File: config.mk
export PLATFORM = sky130hd
export DESIGN_NAME = gray_counter_ud
export DESIGN_NICKNAME = d
export VERILOG_FILES = /design/src/rtl/gray_counter_ud.sv
export SDC_FILE = /design/constraint.sdc
export NUM_CORES = 1
export LEC_CHECK = 0
export CORE_MARGIN = 1
export CORE_UTILIZATION = 30
export DETAILED_ROUTE_END_ITERATION = 10
export PLACE_DENSITY_LB_ADDON = 0.1
export SLEW_MARGIN = 40
export SYNTH_ARGS = -nofsm -noshare
export SYNTH_HDL_FRONTEND = slang
export SYNTH_SLANG_ARGS = --single-unit
File: constraint.sdc
create_clock -name clk -period 4.5 [get_ports clk]
set_clock_uncertainty 0.1 [all_clocks]
set_input_delay 1.125 -clock clk [delete_from_list [all_inputs] [get_ports clk]]
set_output_delay 1.125 -clock clk [all_outputs]
set_load 0.1 [all_outputs]
File: src/rtl/gray_counter_ud.sv
// gray_counter_ud: parametrised up/down Gray-code counter.
// The count is held in binary; the Gray output is a registered conversion of
// the next binary value, so out and bin_out always describe the same count
// and neither output can glitch.
// Optional feature: define GRAY_CNT_SAT_EN to make the counter saturate at
// 0 and all-ones instead of wrapping.
module gray_counter_ud #(
    parameter int unsigned DATA_WIDTH  = 4,
    parameter int unsigned RESET_VALUE = 0
) (
    input  logic                  clk,
    input  logic                  resetn,
    input  logic                  en,
    input  logic                  up,
    input  logic                  load,
    input  logic [DATA_WIDTH-1:0] load_val,
    output logic [DATA_WIDTH-1:0] out,
    output logic [DATA_WIDTH-1:0] bin_out,
    output logic                  tc
);

    localparam logic [DATA_WIDTH-1:0] RST_BIN  = DATA_WIDTH'(RESET_VALUE);
    localparam logic [DATA_WIDTH-1:0] RST_GRAY = RST_BIN ^ (RST_BIN >> 1);
    localparam logic [DATA_WIDTH-1:0] ONE      = DATA_WIDTH'(1);

    logic [DATA_WIDTH-1:0] bin_q, bin_d;
    logic [DATA_WIDTH-1:0] gray_q, gray_d;
    logic                  tc_q, tc_d;
    logic                  at_max, at_min;

    assign at_max = &bin_q;
    assign at_min = ~|bin_q;

    // Next count and terminal-event detection: load beats count beats hold.
    always_comb begin
        bin_d = bin_q;
        tc_d  = 1'b0;
        if (load) begin
            bin_d = load_val;
        end else if (en) begin
            if (up) begin
                tc_d = at_max;
`ifdef GRAY_CNT_SAT_EN
                if (!at_max) bin_d = bin_q + ONE;
`else
                bin_d = bin_q + ONE;
`endif
            end else begin
                tc_d = at_min;
`ifdef GRAY_CNT_SAT_EN
                if (!at_min) bin_d = bin_q - ONE;
`else
                bin_d = bin_q - ONE;
`endif
            end
        end
        gray_d = bin_d ^ (bin_d >> 1);
    end

    // State and output registers; reset takes effect immediately.
    always_ff @(posedge clk or negedge resetn) begin
        if (!resetn) begin
            bin_q  <= RST_BIN;
            gray_q <= RST_GRAY;
            tc_q   <= 1'b0;
        end else begin
            bin_q  <= bin_d;
            gray_q <= gray_d;
            tc_q   <= tc_d;
        end
    end

    assign bin_out = bin_q;
    assign out     = gray_q;
    assign tc      = tc_q;

endmodule
==> results of run 1 <==
[cells in the mapped netlist, drive strengths merged]
library cell  count
or4               1
and3              1
a21oi             2
o21ai             2
ha                2
inv               2
a31oi             1
nand3             1
nor2              4
a211oi            1
dfrtp             8
nand2             2
and4b             1
xor2              2
fa                1
xnor2             4
or3               1
or2b              1
buf               2
a22o              1
mux2i             2
[worst max-delay path, cell delays in order]
cell and delay (ns):
sky130_fd_sc_hd__clkdlybuf4s50_1 0.53, sky130_fd_sc_hd__inv_1 0.11, sky130_fd_sc_hd__ha_1 0.35, sky130_fd_sc_hd__a21oi_1 0.20
sky130_fd_sc_hd__a211oi_1 0.10, sky130_fd_sc_hd__or3_4 0.40, sky130_fd_sc_hd__xor2_1 0.14
[state kept, by name, summed over array words and instances, names as in the netlist]
name     cells
bin_out      4
out          3
tc           1
[cell type report]
type,instances,area [um^2],share of cell area (%)
inverter,2,7.51,1.24
tap,15,18.8,3.11
multi-input combinational,30,230,38.1
clock buffer,3,22.5,3.73
timing repair buffer,17,125,20.7
sequential,8,200,33.1
[worst max path at each step]
stage,from,end,slack (ns),cells past startpoint
floorplan,bin_out[3]$_DFF_PN0_,out[3],1.87,1
global placement,up,out[2]$_DFF_PN0_,1.31,7
detailed placement,up,out[2]$_DFF_PN0_,1.31,7
CTS,up,out[2]$_DFF_PN0_,1.57,7
global route,up,out[2]$_DFF_PN0_,1.48,7
finish,up,out[2]$_DFF_PN0_,1.56,7
[metrics by stage]
stage / cells / power, uW / hold WS, ns / util, % / setup WS (ns)
after floorplan: 42 / 253 / 0.729 / - / 1.87
after global placement: 72 / 302 / 0.578 / 46.4 / 1.31
after detailed placement: 72 / 286 / 0.568 / 43.1 / 1.31
after CTS: 75 / 339 / 0.583 / 44.8 / 1.57
after global routing: 75 / 355 / 0.638 / 44.8 / 1.48
final: 75 / 335 / 0.573 / 44.8 / 1.56
[kinds of logic (layout without fill, tap and decap cells)]
group,after synthesis,count (layout)
AO/OA/AOI/OAI,7,7
flip-flops,8,8
buffers and inverters,4,22
multiplexers,2,2
XOR/XNOR,6,6
AND/OR/NAND/NOR,12,12
adder cells (fa/ha/maj),3,3
[power breakdown]
part	total (uW)	leakage [uW]	internal (uW)	switching, uW
Combinational	186	0.000178	37.9	148
Clock	51.7	0.0000138	30.3	21.4
Sequential	97.4	0.0000972	86.1	11.3
Total	335	0.000289	154	181
[metal layers]
metal  wire [um]  vias up  GRT usage [%]
met5           0        -              0
met4           0        0           2.50
met3          70        0           6.52
met2         367       13           21.9
met1         419      161           15.8
li1            -      182              -
==> metrics.log, run 1 <==
INFO  metric yosysSeqAreaShare = 44.2%
INFO  metric mostFrequentLayoutCells = 9 x sky130_fd_sc_hd__buf_2, 8 x sky130_fd_sc_hd__dfrtp_1, 8 x sky130_fd_sc_hd__clkdlybuf4s50_1
INFO  metric area_growth = 33.4%
INFO  metric placement.io_buffers = 17
INFO  metric groute.usage.overall = 13.4%
INFO  metric post_cts_buffers = 0
INFO  metric synthesis.area_per_instance = 10.8 um^2
INFO  metric synth-simple-area-share = 15.5%
INFO  metric via_count = 356
INFO  metric rows = 13
INFO  metric finish.net_count = 74
INFO  metric holdPathEnd = tc$_DFF_PN0_
INFO  metric compound_gate_portion_of_the_synthesized_area = 9.39%
INFO  metric cts_buffer_count = 3
INFO  metric timing.slew.headroom = 67.8%
INFO  metric post_cts_hold_buffer_count = 0
INFO  metric synth.lib_cells_used.distinct = 22
INFO  metric viasPerCell = 4.75
INFO  metric synthesis.instances = 42
INFO  metric firstDrtPassIters = 2
INFO  metric yosysTopAreaCellShare = 44.2%
INFO  metric die_y = 40.9 um
INFO  metric holdCritStartpoint = bin_out[3]$_DFF_PN0_
INFO  metric final_max_slew_viol_count = 0
INFO  metric dp.final_hpwl = 665 um
INFO  metric vdd_drop_max = 0.210 mV
INFO  metric clockRootBuffer = sky130_fd_sc_hd__clkbuf_4
INFO  metric timing.setup.tns = 0 ns
INFO  metric outcome = finished clean
INFO  metric post_route_cells_drive_above_1_share = 21.7%
INFO  metric post-route-cell-area = 604 um^2
INFO  metric postPlaceCellArea = 582 um^2
INFO  metric crit_path_start_kind = input port
INFO  metric place.gp.congestion = 0.680
INFO  metric first_pass_grt_wire_length = 1390 um
INFO  metric max_freq = 341 MHz
INFO  metric slew_worst_pin = 0.486 ns
INFO  metric timing.max_cap.violations = 0
INFO  metric filler_cell_count = 136
INFO  metric post_synth_mux_area_share = 4.42%
INFO  metric antenna_found_initial = 0
INFO  metric power_density = 554 nW/um^2
INFO  metric globalRoute.totalOverflow = 0
INFO  metric holdPathStages = 2
INFO  metric holdCritPathClass = flip-flop to flip-flop
INFO  metric leading_post_synthesis_cells_by_cell_area = sky130_fd_sc_hd__dfrtp_1 44%, sky130_fd_sc_hd__xnor2_1 7.7%, sky130_fd_sc_hd__ha_1 5.5%, sky130_fd_sc_hd__fa_1 4.4%, sky130_fd_sc_hd__mux2i_1 4.4%
INFO  metric reg2reg_depth = 5
INFO  metric rrSetupSlack = 2.68 ns
INFO  metric grt_pass1_vias = 345
INFO  metric totalWireLength = 858 um
INFO  metric finalCritPeriodShare = 65.3%
INFO  metric grt_start_max_net_pins = 10
INFO  metric mappedNetlistArea = 453 um^2
INFO  metric postcts_resize_cnt = 0
INFO  metric floorplan.initialDensity = 33.5%
INFO  metric total_leakage_power = 0.000289 uW
INFO  metric worst_r2r_startpoint = bin_out[2]$_DFF_PN0_
INFO  metric clockBufferDepth = 2
INFO  metric critPathMaxFanout = 4
INFO  metric rr_endpoint = out[2]$_DFF_PN0_
INFO  metric criticalPathCategory = input port to flip-flop
INFO  metric clock_slew_seen_by_the_registers_of_the_worst_setup_and_hold_paths = 0.05 ns
INFO  metric worst_skew_pair.late_latency = 0.25 ns
INFO  metric detail_route.drc_violations = 0
INFO  metric worst-endpoint-required = 4.52 ns
INFO  metric synth_fp_nets = 54
INFO  metric critical_path.endpoint_type = flip-flop
INFO  metric placeableCoreArea = 1350 um^2
INFO  metric detail_route.wl_per_cell = 11.4 um
INFO  metric detail_route.iter0.violations = 6
INFO  metric synth_xor_xnor_area_share = 11.6%
INFO  metric setup_viol = 0
INFO  metric synth_top_cell_by_area = sky130_fd_sc_hd__dfrtp_1
INFO  metric route.antenna.remaining_nets = 0
INFO  metric yosysWarningCount = 0
INFO  metric die_width = 40.9 um
INFO  metric hold_viol_final = 0
INFO  metric design.portCount = 18
INFO  metric diodes = 0
INFO  metric numClockSinks = 8
INFO  metric final.min_clock_period = 2.94 ns
INFO  metric mostFrequentLayoutCell = sky130_fd_sc_hd__buf_2
INFO  metric postSynthRegisterBits = 8
INFO  metric synth_top_family_by_area = simple AND/OR/NAND/NOR gates
INFO  metric dieArea = 1670 um^2
INFO  metric htreeDepth = 1
INFO  metric arrival = 2.96 ns
INFO  metric clock_tree_from_tritoncts = done
INFO  metric unrepaired_setup_endpoints_after_global_routing = no
INFO  metric synth_adder_area_share = 9.94%
No activity file was read; power rests on OpenSTA's default activity.
==> inputs of run 2 (changes only) <==
Clock period 4.5 ns to 3.05 ns, I/O delays scaled along.
==> metrics.log, run 2 (synthesis results as in run 1) <==
INFO  metric outcome = finished clean
INFO  metric crit_path_top_delay_cell = sky130_fd_sc_hd__clkdlybuf4s50_1
INFO  metric clockRootBuffer = sky130_fd_sc_hd__clkbuf_4
INFO  metric max_freq = 391 MHz
INFO  metric detail_route.iter0.violations = 8
INFO  metric arrival = 2.58 ns
INFO  metric power.sequential.fraction = 28.4%
INFO  metric cp_num_buf_inv = 2
INFO  metric rows = 13
INFO  metric floorplan.initialDensity = 33.5%
INFO  metric globalRoute.totalOverflow = 0
INFO  metric die_y = 40.9 um
INFO  metric final.min_clock_period = 2.56 ns
INFO  metric grt_start_max_net_pins = 10
INFO  metric finish.net_count = 74
INFO  metric rrSetupSlack = 1.24 ns
INFO  metric design.portCount = 18
INFO  metric multi_input_gate_area_in_the_final_layout = 230 um^2
INFO  metric antenna_found_initial = 0
INFO  metric holdCritPathClass = flip-flop to flip-flop
INFO  metric slew_worst_pin = 0.350 ns
INFO  metric criticalPathCategory = input port to flip-flop
INFO  metric detail_route.drc_violations = 0
INFO  metric filler_cell_count = 136
INFO  metric critPathTopFamily = buffers and inverters
INFO  metric post_cts_hold_buffer_count = 0
INFO  metric postcts_resize_cnt = 0
INFO  metric area_growth = 38.4%
INFO  metric holdCritStartpoint = bin_out[3]$_DFF_PN0_
INFO  metric totalWireLength = 851 um
INFO  metric groute.usage.overall = 12.7%
INFO  metric cell_internal_pwr = 241 uW
INFO  metric post_route_cells_drive_above_1_share = 21.7%
INFO  metric grt_pass1_vias = 308
INFO  metric timing.slew.headroom = 76.5%
INFO  metric clock_tree_from_tritoncts = done
INFO  metric via_count = 348
INFO  metric critical_path.endpoint_type = flip-flop
INFO  metric htreeDepth = 1
INFO  metric finalCritPeriodShare = 83.9%
INFO  metric power.share.combinational = 56.6%
INFO  metric worst_r2r_startpoint = bin_out[2]$_DFF_PN0_
INFO  metric power_frac_clock = 14.9%
INFO  metric first_pass_grt_wire_length = 1300 um
INFO  metric netSwitchingFraction = 52.4%
INFO  metric setup_viol = 0
INFO  metric worst-endpoint-required = 3.07 ns
INFO  metric detail_route.wl_per_cell = 11.3 um
INFO  metric largest_register_ff_count = 4
INFO  metric dieArea = 1670 um^2
INFO  metric placement.io_buffers = 17
INFO  metric firstDrtPassIters = 3
INFO  metric worst_skew_pair.late_latency = 0.25 ns
INFO  metric numClockSinks = 8
INFO  metric total_leakage_power = 0.000295 uW
INFO  metric mostFrequentLayoutCell = sky130_fd_sc_hd__buf_4
INFO  metric post_cts_buffers = 0
INFO  metric final_max_slew_viol_count = 0
INFO  metric p_switching = 266 uW
INFO  metric vdd_drop_max = 0.316 mV
INFO  metric dp.final_hpwl = 692 um
INFO  metric post-route-cell-area = 627 um^2
INFO  metric critPathMaxFanout = 4
INFO  metric route.antenna.remaining_nets = 0
INFO  metric timing.setup.tns = 0 ns
INFO  metric power_density = 808 nW/um^2
INFO  metric clock_slew_seen_by_the_registers_of_the_worst_setup_and_hold_paths = 0.05 ns
INFO  metric reg2reg_depth = 5
INFO  metric timing.max_cap.violations = 0
INFO  metric critPathMaxStageDelay = 0.53 ns
INFO  metric holdPathEnd = tc$_DFF_PN0_
INFO  metric viasPerCell = 4.64
INFO  metric final-seq-area = 200 um^2
INFO  metric hold_viol_final = 0
INFO  metric holdPathStages = 2
INFO  metric unrepaired_setup_endpoints_after_global_routing = no
INFO  metric clockBufferDepth = 2
INFO  metric crit_path_start_kind = input port
INFO  metric diodes = 0
INFO  metric cts_buffer_count = 3
INFO  metric placeableCoreArea = 1350 um^2
INFO  metric die_width = 40.9 um
INFO  metric rr_endpoint = out[2]$_DFF_PN0_
INFO  metric postPlaceCellArea = 604 um^2
INFO  metric place.gp.congestion = 0.711
INFO  metric mostFrequentLayoutCells = 9 x sky130_fd_sc_hd__buf_4, 8 x sky130_fd_sc_hd__dfrtp_1, 8 x sky130_fd_sc_hd__clkdlybuf4s50_1
INFO  metric path_cells = clkdlybuf4s50_1 -> inv_1 -> ha_1 -> a21oi_1 -> a211oi_1 -> or3_4 -> xor2_1
run 2: changes by cell type in the layout (fill, tap and decap cells not counted):
cell                    before  now
sky130_fd_sc_hd__buf_2       9    0
sky130_fd_sc_hd__buf_4       0    9
run 2: how the worst max path moves through the flow:
stage,slack [ns],cells after the start,endpoint,startpoint
2_1_floorplan,0.70,5,out[2]$_DFF_PN0_,bin_out[2]$_DFF_PN0_
5_1_grt,0.41,7,out[2]$_DFF_PN0_,up
3_5_place_dp,0.24,7,out[2]$_DFF_PN0_,up
3_3_place_gp,0.26,7,out[2]$_DFF_PN0_,up
6_report,0.49,7,out[2]$_DFF_PN0_,up
4_1_cts,0.50,7,out[2]$_DFF_PN0_,up
run 2: worst reg2reg max path, delay by kind of cell (launching register included):
family / cells / cell delay (ns)
xor+xnor: 1 / 0.14
fa+ha+maj: 1 / 0.34
compound gates: 2 / 0.28
flops: 1 / 0.42
simple gates: 1 / 0.39
run 2: cell type report:
class	instances	area share [%]
clock buffers	3	3.59
multi-input cells	30	36.7
flip-flops and latches	8	31.9
well taps	15	2.99
inverters	2	1.20
repair buffers	17	23.6
run 2: metal layers:
metal / track usage [%] / wire (um) / part of all wire (%)
met1: 15.1 / 395 / 46
met2: 19.1 / 381 / 45
met3: 6.52 / 74 / 8.7
met4: 5.00 / 0 / 0
met5: 0 / 0 / 0
run 2: metrics by stage:
step	total power [uW]	cells	hold slack [ns]	utilization, %	setup WS (ns)
after floorplan	373	42	0.367	-	0.696
after global placement	435	72	0.608	44.8	0.255
after detailed placement	435	72	0.621	44.8	0.239
after CTS	513	75	0.628	46.4	0.495
after global routing	535	75	0.661	46.4	0.411
final	507	75	0.596	46.4	0.490
run 2: power by group through the flow:
stage               clock network [uW]  registers, uW  logic [uW]
finish                            75.7            144         287
global route                      85.8            147         302
CTS                               79.9            145         289
detailed placement                   0            147         288
global placement                     0            146         289
floorplan                            0            299        74.0
==> inputs of run 3 (changes only) <==
Clock period 3.05 ns to 2.3 ns, I/O delays scaled along.
==> metrics.log, run 3 (synthesis results as in run 1) <==
INFO  metric outcome = finished clean
INFO  metric clock_slew_seen_by_the_registers_of_the_worst_setup_and_hold_paths = 0.05 ns
INFO  metric detail_route.wl_per_cell = 11.6 um
INFO  metric final.min_clock_period = 2.22 ns
INFO  metric timing.slew.headroom = 76.6%
INFO  metric route.antenna.remaining_nets = 0
INFO  metric max_freq = 451 MHz
INFO  metric timing.max_cap.violations = 0
INFO  metric setup_viol = 0
INFO  metric critPathMaxFanout = 3
INFO  metric die_width = 40.9 um
INFO  metric die_y = 40.9 um
INFO  metric critical_path.endpoint_type = flip-flop
INFO  metric worst_skew_pair.late_latency = 0.25 ns
INFO  metric unrepaired_setup_endpoints_after_global_routing = no
INFO  metric design.portCount = 18
INFO  metric slew_worst_pin = 0.350 ns
INFO  metric mostFrequentLayoutCell = sky130_fd_sc_hd__buf_4
INFO  metric reg2reg_depth = 6
INFO  metric post_route_cells_drive_above_1_share = 35.3%
INFO  metric antenna_found_initial = 0
INFO  metric clockRootBuffer = sky130_fd_sc_hd__clkbuf_4
INFO  metric vdd_drop_max = 0.512 mV
INFO  metric viasPerCell = 4.86
INFO  metric rr_endpoint = out[2]$_DFF_PN0_
INFO  metric criticalPathCategory = input port to flip-flop
INFO  metric placeableCoreArea = 1350 um^2
INFO  metric placement.io_buffers = 17
INFO  metric detail_route.iter0.violations = 3
INFO  metric post_cts_buffers = 0
INFO  metric dp.final_hpwl = 760 um
INFO  metric via_count = 403
INFO  metric first_pass_grt_wire_length = 1490 um
INFO  metric power_density = 1010 nW/um^2
INFO  metric place.gp.congestion = 0.685
INFO  metric rrSetupSlack = 0.57 ns
INFO  metric cts_buffer_count = 3
INFO  metric totalWireLength = 959 um
INFO  metric firstDrtPassIters = 3
INFO  metric rows = 13
INFO  metric dieArea = 1670 um^2
INFO  metric timing.setup.tns = 0 ns
INFO  metric finish.net_count = 81
INFO  metric power.total = 744 uW
INFO  metric clockBufferDepth = 2
INFO  metric mostFrequentLayoutCells = 13 x sky130_fd_sc_hd__buf_4, 8 x sky130_fd_sc_hd__clkdlybuf4s50_1, 7 x sky130_fd_sc_hd__dfrtp_1
INFO  metric grt_pass1_vias = 379
INFO  metric detail_route.drc_violations = 0
INFO  metric arrival = 2.26 ns
INFO  metric hold_viol_final = 0
INFO  metric holdCritPathClass = input port to asynchronous set/reset pin
INFO  metric worst_r2r_startpoint = bin_out[1]$_DFF_PN0_
INFO  metric floorplan.initialDensity = 33.5%
INFO  metric setup.worst_path.start = up
INFO  metric clock_tree_from_tritoncts = done
INFO  metric diodes = 0
INFO  metric total_leakage_power = 0.000341 uW
INFO  metric groute.usage.overall = 14.8%
INFO  metric postcts_resize_cnt = 0
INFO  metric filler_cell_count = 125
INFO  metric area_growth = 63.0%
INFO  metric grt_start_max_net_pins = 9
INFO  metric numClockSinks = 8
INFO  metric worst-endpoint-required = 2.35 ns
INFO  metric final_max_slew_viol_count = 0
INFO  metric htreeDepth = 1
INFO  metric globalRoute.totalOverflow = 0
INFO  metric largest_register_ff_count = 4
INFO  metric crit_path_start_kind = input port
INFO  metric post_cts_hold_buffer_count = 0
INFO  metric finalCritPeriodShare = 96.5%
==> run 3: report_power, final <==
| group | leakage, uW | internal [uW] | switching [uW] |
|---|---|---|---|
| Clock | 0.0000150 | 66.5 | 49.5 |
| Combinational | 0.000230 | 133 | 300 |
| Sequential | 0.0000961 | 169 | 25.5 |
| Total | 0.000341 | 369 | 375 |
==> run 3: critical path: stages <==
cell	delay (ns)
sky130_fd_sc_hd__clkdlybuf4s50_1	0.50
sky130_fd_sc_hd__inv_2	0.08
sky130_fd_sc_hd__fa_1	0.43
sky130_fd_sc_hd__xor2_1	0.15
sky130_fd_sc_hd__mux2i_1	0.16
sky130_fd_sc_hd__o21ai_1	0.08
sky130_fd_sc_hd__buf_4	0.14
sky130_fd_sc_hd__xor2_1	0.15
==> run 3: area by class of cell <==
cell class / count / area [um^2] / share of cell area (%)
Timing Repair Buffer: 24 / 238 / 32.2
Multi-Input combinational cell: 30 / 246 / 33.4
Tap cell: 15 / 18.8 / 2.54
Sequential cell: 8 / 201 / 27.3
Clock buffer: 4 / 26.3 / 3.56
Inverter: 2 / 7.51 / 1.02
==> run 3: layer usage <==
layer  part of all wire [%]  track usage (%)  vias to the layer above  wire, um
li1                       -                -                      199         -
met1                     45             14.6                      186       433
met2                     46             24.6                       16       443
met3                    7.2             9.78                        2        69
met4                    1.4             5.00                        0        13
met5                      0                0                        -         0
==> run 3: per-stage QoR <==
step	hold WS, ns	utilization (%)	std cells	setup WS (ns)	area [um^2]
after floorplan	0.179	-	42	0.00632	454
after global routing	0.492	54.7	83	0.0143	738
final	0.491	54.7	83	0.0805	738
after global placement	0.666	51.5	79	-0.208	696
after CTS	0.490	53.5	83	0.0200	722
after detailed placement	0.662	51.5	79	-0.247	696
==> run 3: how the worst max path moves through the flow <==
stage                       end  slack, ns
2_1_floorplan  out[0]$_DFF_PN0_      0.006
3_3_place_gp   out[2]$_DFF_PN0_      -0.21
3_5_place_dp   out[2]$_DFF_PN0_      -0.25
4_1_cts        out[2]$_DFF_PN0_       0.02
5_1_grt        out[2]$_DFF_PN0_       0.01
6_report       out[2]$_DFF_PN0_       0.08
==> patch 1: new RTL, config.mk and constraints of run 2 <==
The option `GRAY_CNT_SAT_EN` is turned on by a define.
--- a/src/rtl/gray_counter_ud.sv
+++ b/src/rtl/gray_counter_ud.sv
@@ -4,6 +4,8 @@
 // and neither output can glitch.
 // Optional feature: define GRAY_CNT_SAT_EN to make the counter saturate at
 // 0 and all-ones instead of wrapping.
+`define GRAY_CNT_SAT_EN
+
 module gray_counter_ud #(
     parameter int unsigned DATA_WIDTH  = 4,
     parameter int unsigned RESET_VALUE = 0
Formal check against the unedited RTL: not equivalent (a bounded check fails within 4 cycles, from zero or initial values and one cycle with resetn low).
==> patch 1 against run 2 <==
- global-route usage increased by 0.56 points
- sequential cell count did not move
- non-clock buffer count is 1 higher
- worst hold slack improved by 0.049 ns
- cell area is 14% higher
- combinational power shrank 7.3%
- wire length increased by 26%
- setup slack improved by 0.19 ns
- area after synthesis increased by 19%
- power shrank 3.9%
- critical path type unchanged
==> patch 1: results (changes against run 2) <==
- The transition time at the pin with the least slew margin came to 0.3508 ns (+0.0005561 ns).
- The number of global-route vias before repair is 454 (+47%).
- The last weighted congestion value of the routability-driven placer came to 0.7244 (+1.9%).
- The proportion of synthesized chip area in sequential cells is 37.30% (-6.9 points).
- The per-instance average area after synthesis is 10.13 um^2 (-6.1%).
- The number of library cell types mapped by synthesis is 30 (+36%).
- The leakage power came to 0.3067 nW (+4.0%).
- The clock share of power is 16.1% (+1.2 points).
- Yosys attributes the largest share of cell area to sky130_fd_sc_hd__dfrtp_1, sky130_fd_sc_hd__a2111oi_4, sky130_fd_sc_hd__xnor2_1.
- Sorting the synthesized cells by how often they occur yields sky130_fd_sc_hd__dfrtp_1, sky130_fd_sc_hd__inv_1, sky130_fd_sc_hd__a31oi_1.
- The internal portion of total power is 236.5 uW (-2.0%).
- The register share of total power is 29.3% (+0.9 points).
- The net count of the mapped netlist came to 64 (+19%).
- The critical path's largest stage delay is 0.56 ns (+0.03 ns).
- The initial DRC count was 10 (+2).
- The total number of vias is 457 (+31%).
- The via-per-instance ratio is 4.862 (+4.8%).
- The met3 track demand over resource is 5.306% (-1.2 points).
- The data arrival time of the worst path is 2.44 ns (-0.14 ns).
- The detailed-routed wire length on met2 is 484 um (+27%).
- The routed metal-1 wire length is 528 um (+34%).
- The worst IR drop on VDD is 0.0003073 V (-2.8%).
- The global-route met1 utilization is 16.54% (+1.5 points).
- The power dissipated by switching net loads was 250.3 uW (-5.7%).
- The flow ran to the end, and the final reports show no timing, DRC or antenna violations.
- The number of optimization iterations in the first detailed-route pass is 4 (+1).
- The HPWL after detailed placement came to 844.6 um (+22%).
- The all-layer global routing usage is 13.24% (+0.56 points).
- The met2 layer usage reported by global route is 21.18% (+2.0 points).
- The number of nets at the end of the flow is 83 (+12%).
- The overall routed net length is 1073 um (+26%).
- The pin count of the biggest net entering global routing was 12 (+2).
- The maximum fanout encountered on the critical timing path is 8 (+4).
- The ratio of cells with drive above 1 in the final layout is 27.14% (+5.5 points).
- The area after detailed placement is 693.2 um^2 (+15%).
- The count of placed standard cells including taps is 91 (+26%).
- The first-pass GRT wire length is 1883 um (+45%).
- The met3 wirelength from detailed routing is 60 um (-19%).
- The worst slack after detailed placement is 0.4300 ns (+0.1914 ns).
==> patch 1: cells by family after synthesis <==
logic type,synth area share [%]
AO/OA/AOI/OAI,22.84
XOR/XNOR,6.528
adder cells (fa/ha/maj),4.661
buffers and inverters,9.557
flip-flops,37.30
multiplexers,1.865
AND/OR/NAND/NOR,17.25
==> patch 1: final timing paths <==
check	start	endpoint	slack [ns]	depth (start not counted)
worst max-delay path	up	out[2]	0.68	7
worst min-delay path	bin_out[2]	tc	0.65	2
worst max register to register	bin_out[0]	out[0]	0.97	7
worst min register to register	bin_out[2]	tc	0.65	2
max in group asynchronous	resetn	out[0]	1.92	1
min in group asynchronous	resetn	out[2]	0.68	1
==> patch 1: cell type report <==
type,count,area [um^2]
Multi-Input combinational cell,35,285.3
Inverter,6,22.52
Timing Repair Buffer,18,155.1
Clock buffer,3,22.52
Sequential cell,8,200.2
Fill cell,160,878.3
Tap cell,24,30.03
==> patch 2: new RTL, config.mk and constraints of run 2 <==
Made on the original files. Register the output `out` once more, cleared by the reset; this adds one clock of latency there. The other outputs are not delayed to match.
--- a/src/rtl/gray_counter_ud.sv
+++ b/src/rtl/gray_counter_ud.sv
@@ -71,7 +71,13 @@
     end
 
     assign bin_out = bin_q;
-    assign out     = gray_q;
+    always_ff @(posedge clk or negedge resetn) begin
+        if (!resetn) begin
+            out <= '0;
+        end else begin
+            out <= gray_q;
+        end
+    end
     assign tc      = tc_q;
 
 endmodule
Formal check against the unedited RTL: not equivalent (Yosys sat finds a counterexample within 4 cycles, from zero or initial values and one cycle with resetn low).
==> patch 2 against run 2 <==
- power rose by 24%
- area after synthesis grew 22%
- cell area is 20% higher
- fmax grew 0.78%
- wire length up 12%
- sequential cell count is 4 higher
- non-clock buffer count stayed put
- setup slack better by 0.020 ns
- critical endpoint is now gray_q[2]
==> patch 2: results (changes against run 2) <==
- The area taken by flip-flops and latches came to 300.3 um^2 (+50%).
- The highest metal layer used by the detailed router is met4.
- The register-to-register setup slack is 1.22 ns (-0.02 ns).
- The first-pass GRT wire length is 1524 um (+18%).
- The net count of the mapped netlist was 58 (+7.4%).
- The number of register bits inferred by synthesis is 12 (+4).
- In this run the worst setup path terminates at gray_q[2].
- The number of nets at the end of the flow is 78 (+5.4%).
- The last weighted congestion value of the routability-driven placer is 0.7105 (about the same).
- The worst IR drop on VDD is 0.0003093 V (-2.2%).
- The ratio of cells with drive above 1 in the final layout is 21.54% (-0.13 points).
- The per-instance average area after synthesis is 12.02 um^2 (+11%).
- The count of placed standard cells including taps is 86 (+19%).
- The leakage power is 0.3493 nW (+18%).
- By area the synthesized netlist is led by sky130_fd_sc_hd__dfrtp_1, sky130_fd_sc_hd__xnor2_1, sky130_fd_sc_hd__ha_1.
- The all-layer global routing usage was 10.92% (-1.8 points).
- The proportion of synthesized chip area in sequential cells is 54.30% (+10 points).
- The number of optimization iterations in the first detailed-route pass was 2 (-1).
- The global-route met1 utilization is 13.67% (-1.4 points).
- The beginning of the worst hold path is gray_q[1].
- The overall routed net length is 949 um (+12%).
- The total number of vias is 394 (+13%).
- The share of cell area taken by flip-flops and latches is 39.87% (+7.9 points).
- The pin count of the biggest net entering global routing was 13 (+3).
- The worst slack after detailed placement was 0.2318 ns (-0.006888 ns).
- The met3 wirelength from detailed routing is 38 um (-49%).
- The number of instances on the worst hold path is 0 (-2).
- The met3 track demand over resource is 1.200% (-5.3 points).
- By count the netlist is led by sky130_fd_sc_hd__dfrtp_1, sky130_fd_sc_hd__nor2_1, sky130_fd_sc_hd__xnor2_1.
- The relative area of clock buffers and inverters in the final design is 4.817% (+1.2 points).
- The met2 layer usage reported by global route was 17.68% (-1.5 points).
- The number of well taps was 25 (+10).
- The transition time at the pin with the least slew margin is 0.5185 ns (+0.1683 ns).
- The clock-pin slew of the registers on the worst-case setup and hold paths is 0.08 ns (+0.03 ns).
- The run finished with clean final reports.
- The detailed-routed wire length on met2 was 497 um (+30%).
==> patch 2: cell types whose count changed in the layout (fill, tap and decap cells not counted) <==
cell                       change
sky130_fd_sc_hd__clkbuf_8      +1
sky130_fd_sc_hd__dfrtp_1       +4
==> patch 2: power by group through the flow <==
stage | Combinational [mW] | Sequential (mW) | Clock (mW)
after global routing | 0.302 | 0.221 | 0.132
after detailed placement | 0.291 | 0.219 | 0
after floorplan | 0.0740 | 0.370 | 0
final | 0.289 | 0.215 | 0.123
after global placement | 0.289 | 0.219 | 0
after CTS | 0.291 | 0.216 | 0.128
==> patch 2: cell families (layout without fill, tap and decap cells) <==
kind of cell    Yosys count  after routing  synth area share [%]
fa+ha+maj                 3              3                 8.144
simple gates             12             12                 12.67
xor+xnor                  6              6                 9.502
mux                       2              2                 3.620
buf+inv                   4             23                 4.072
compound gates            7              7                 7.692
flops                    12             12                 54.30
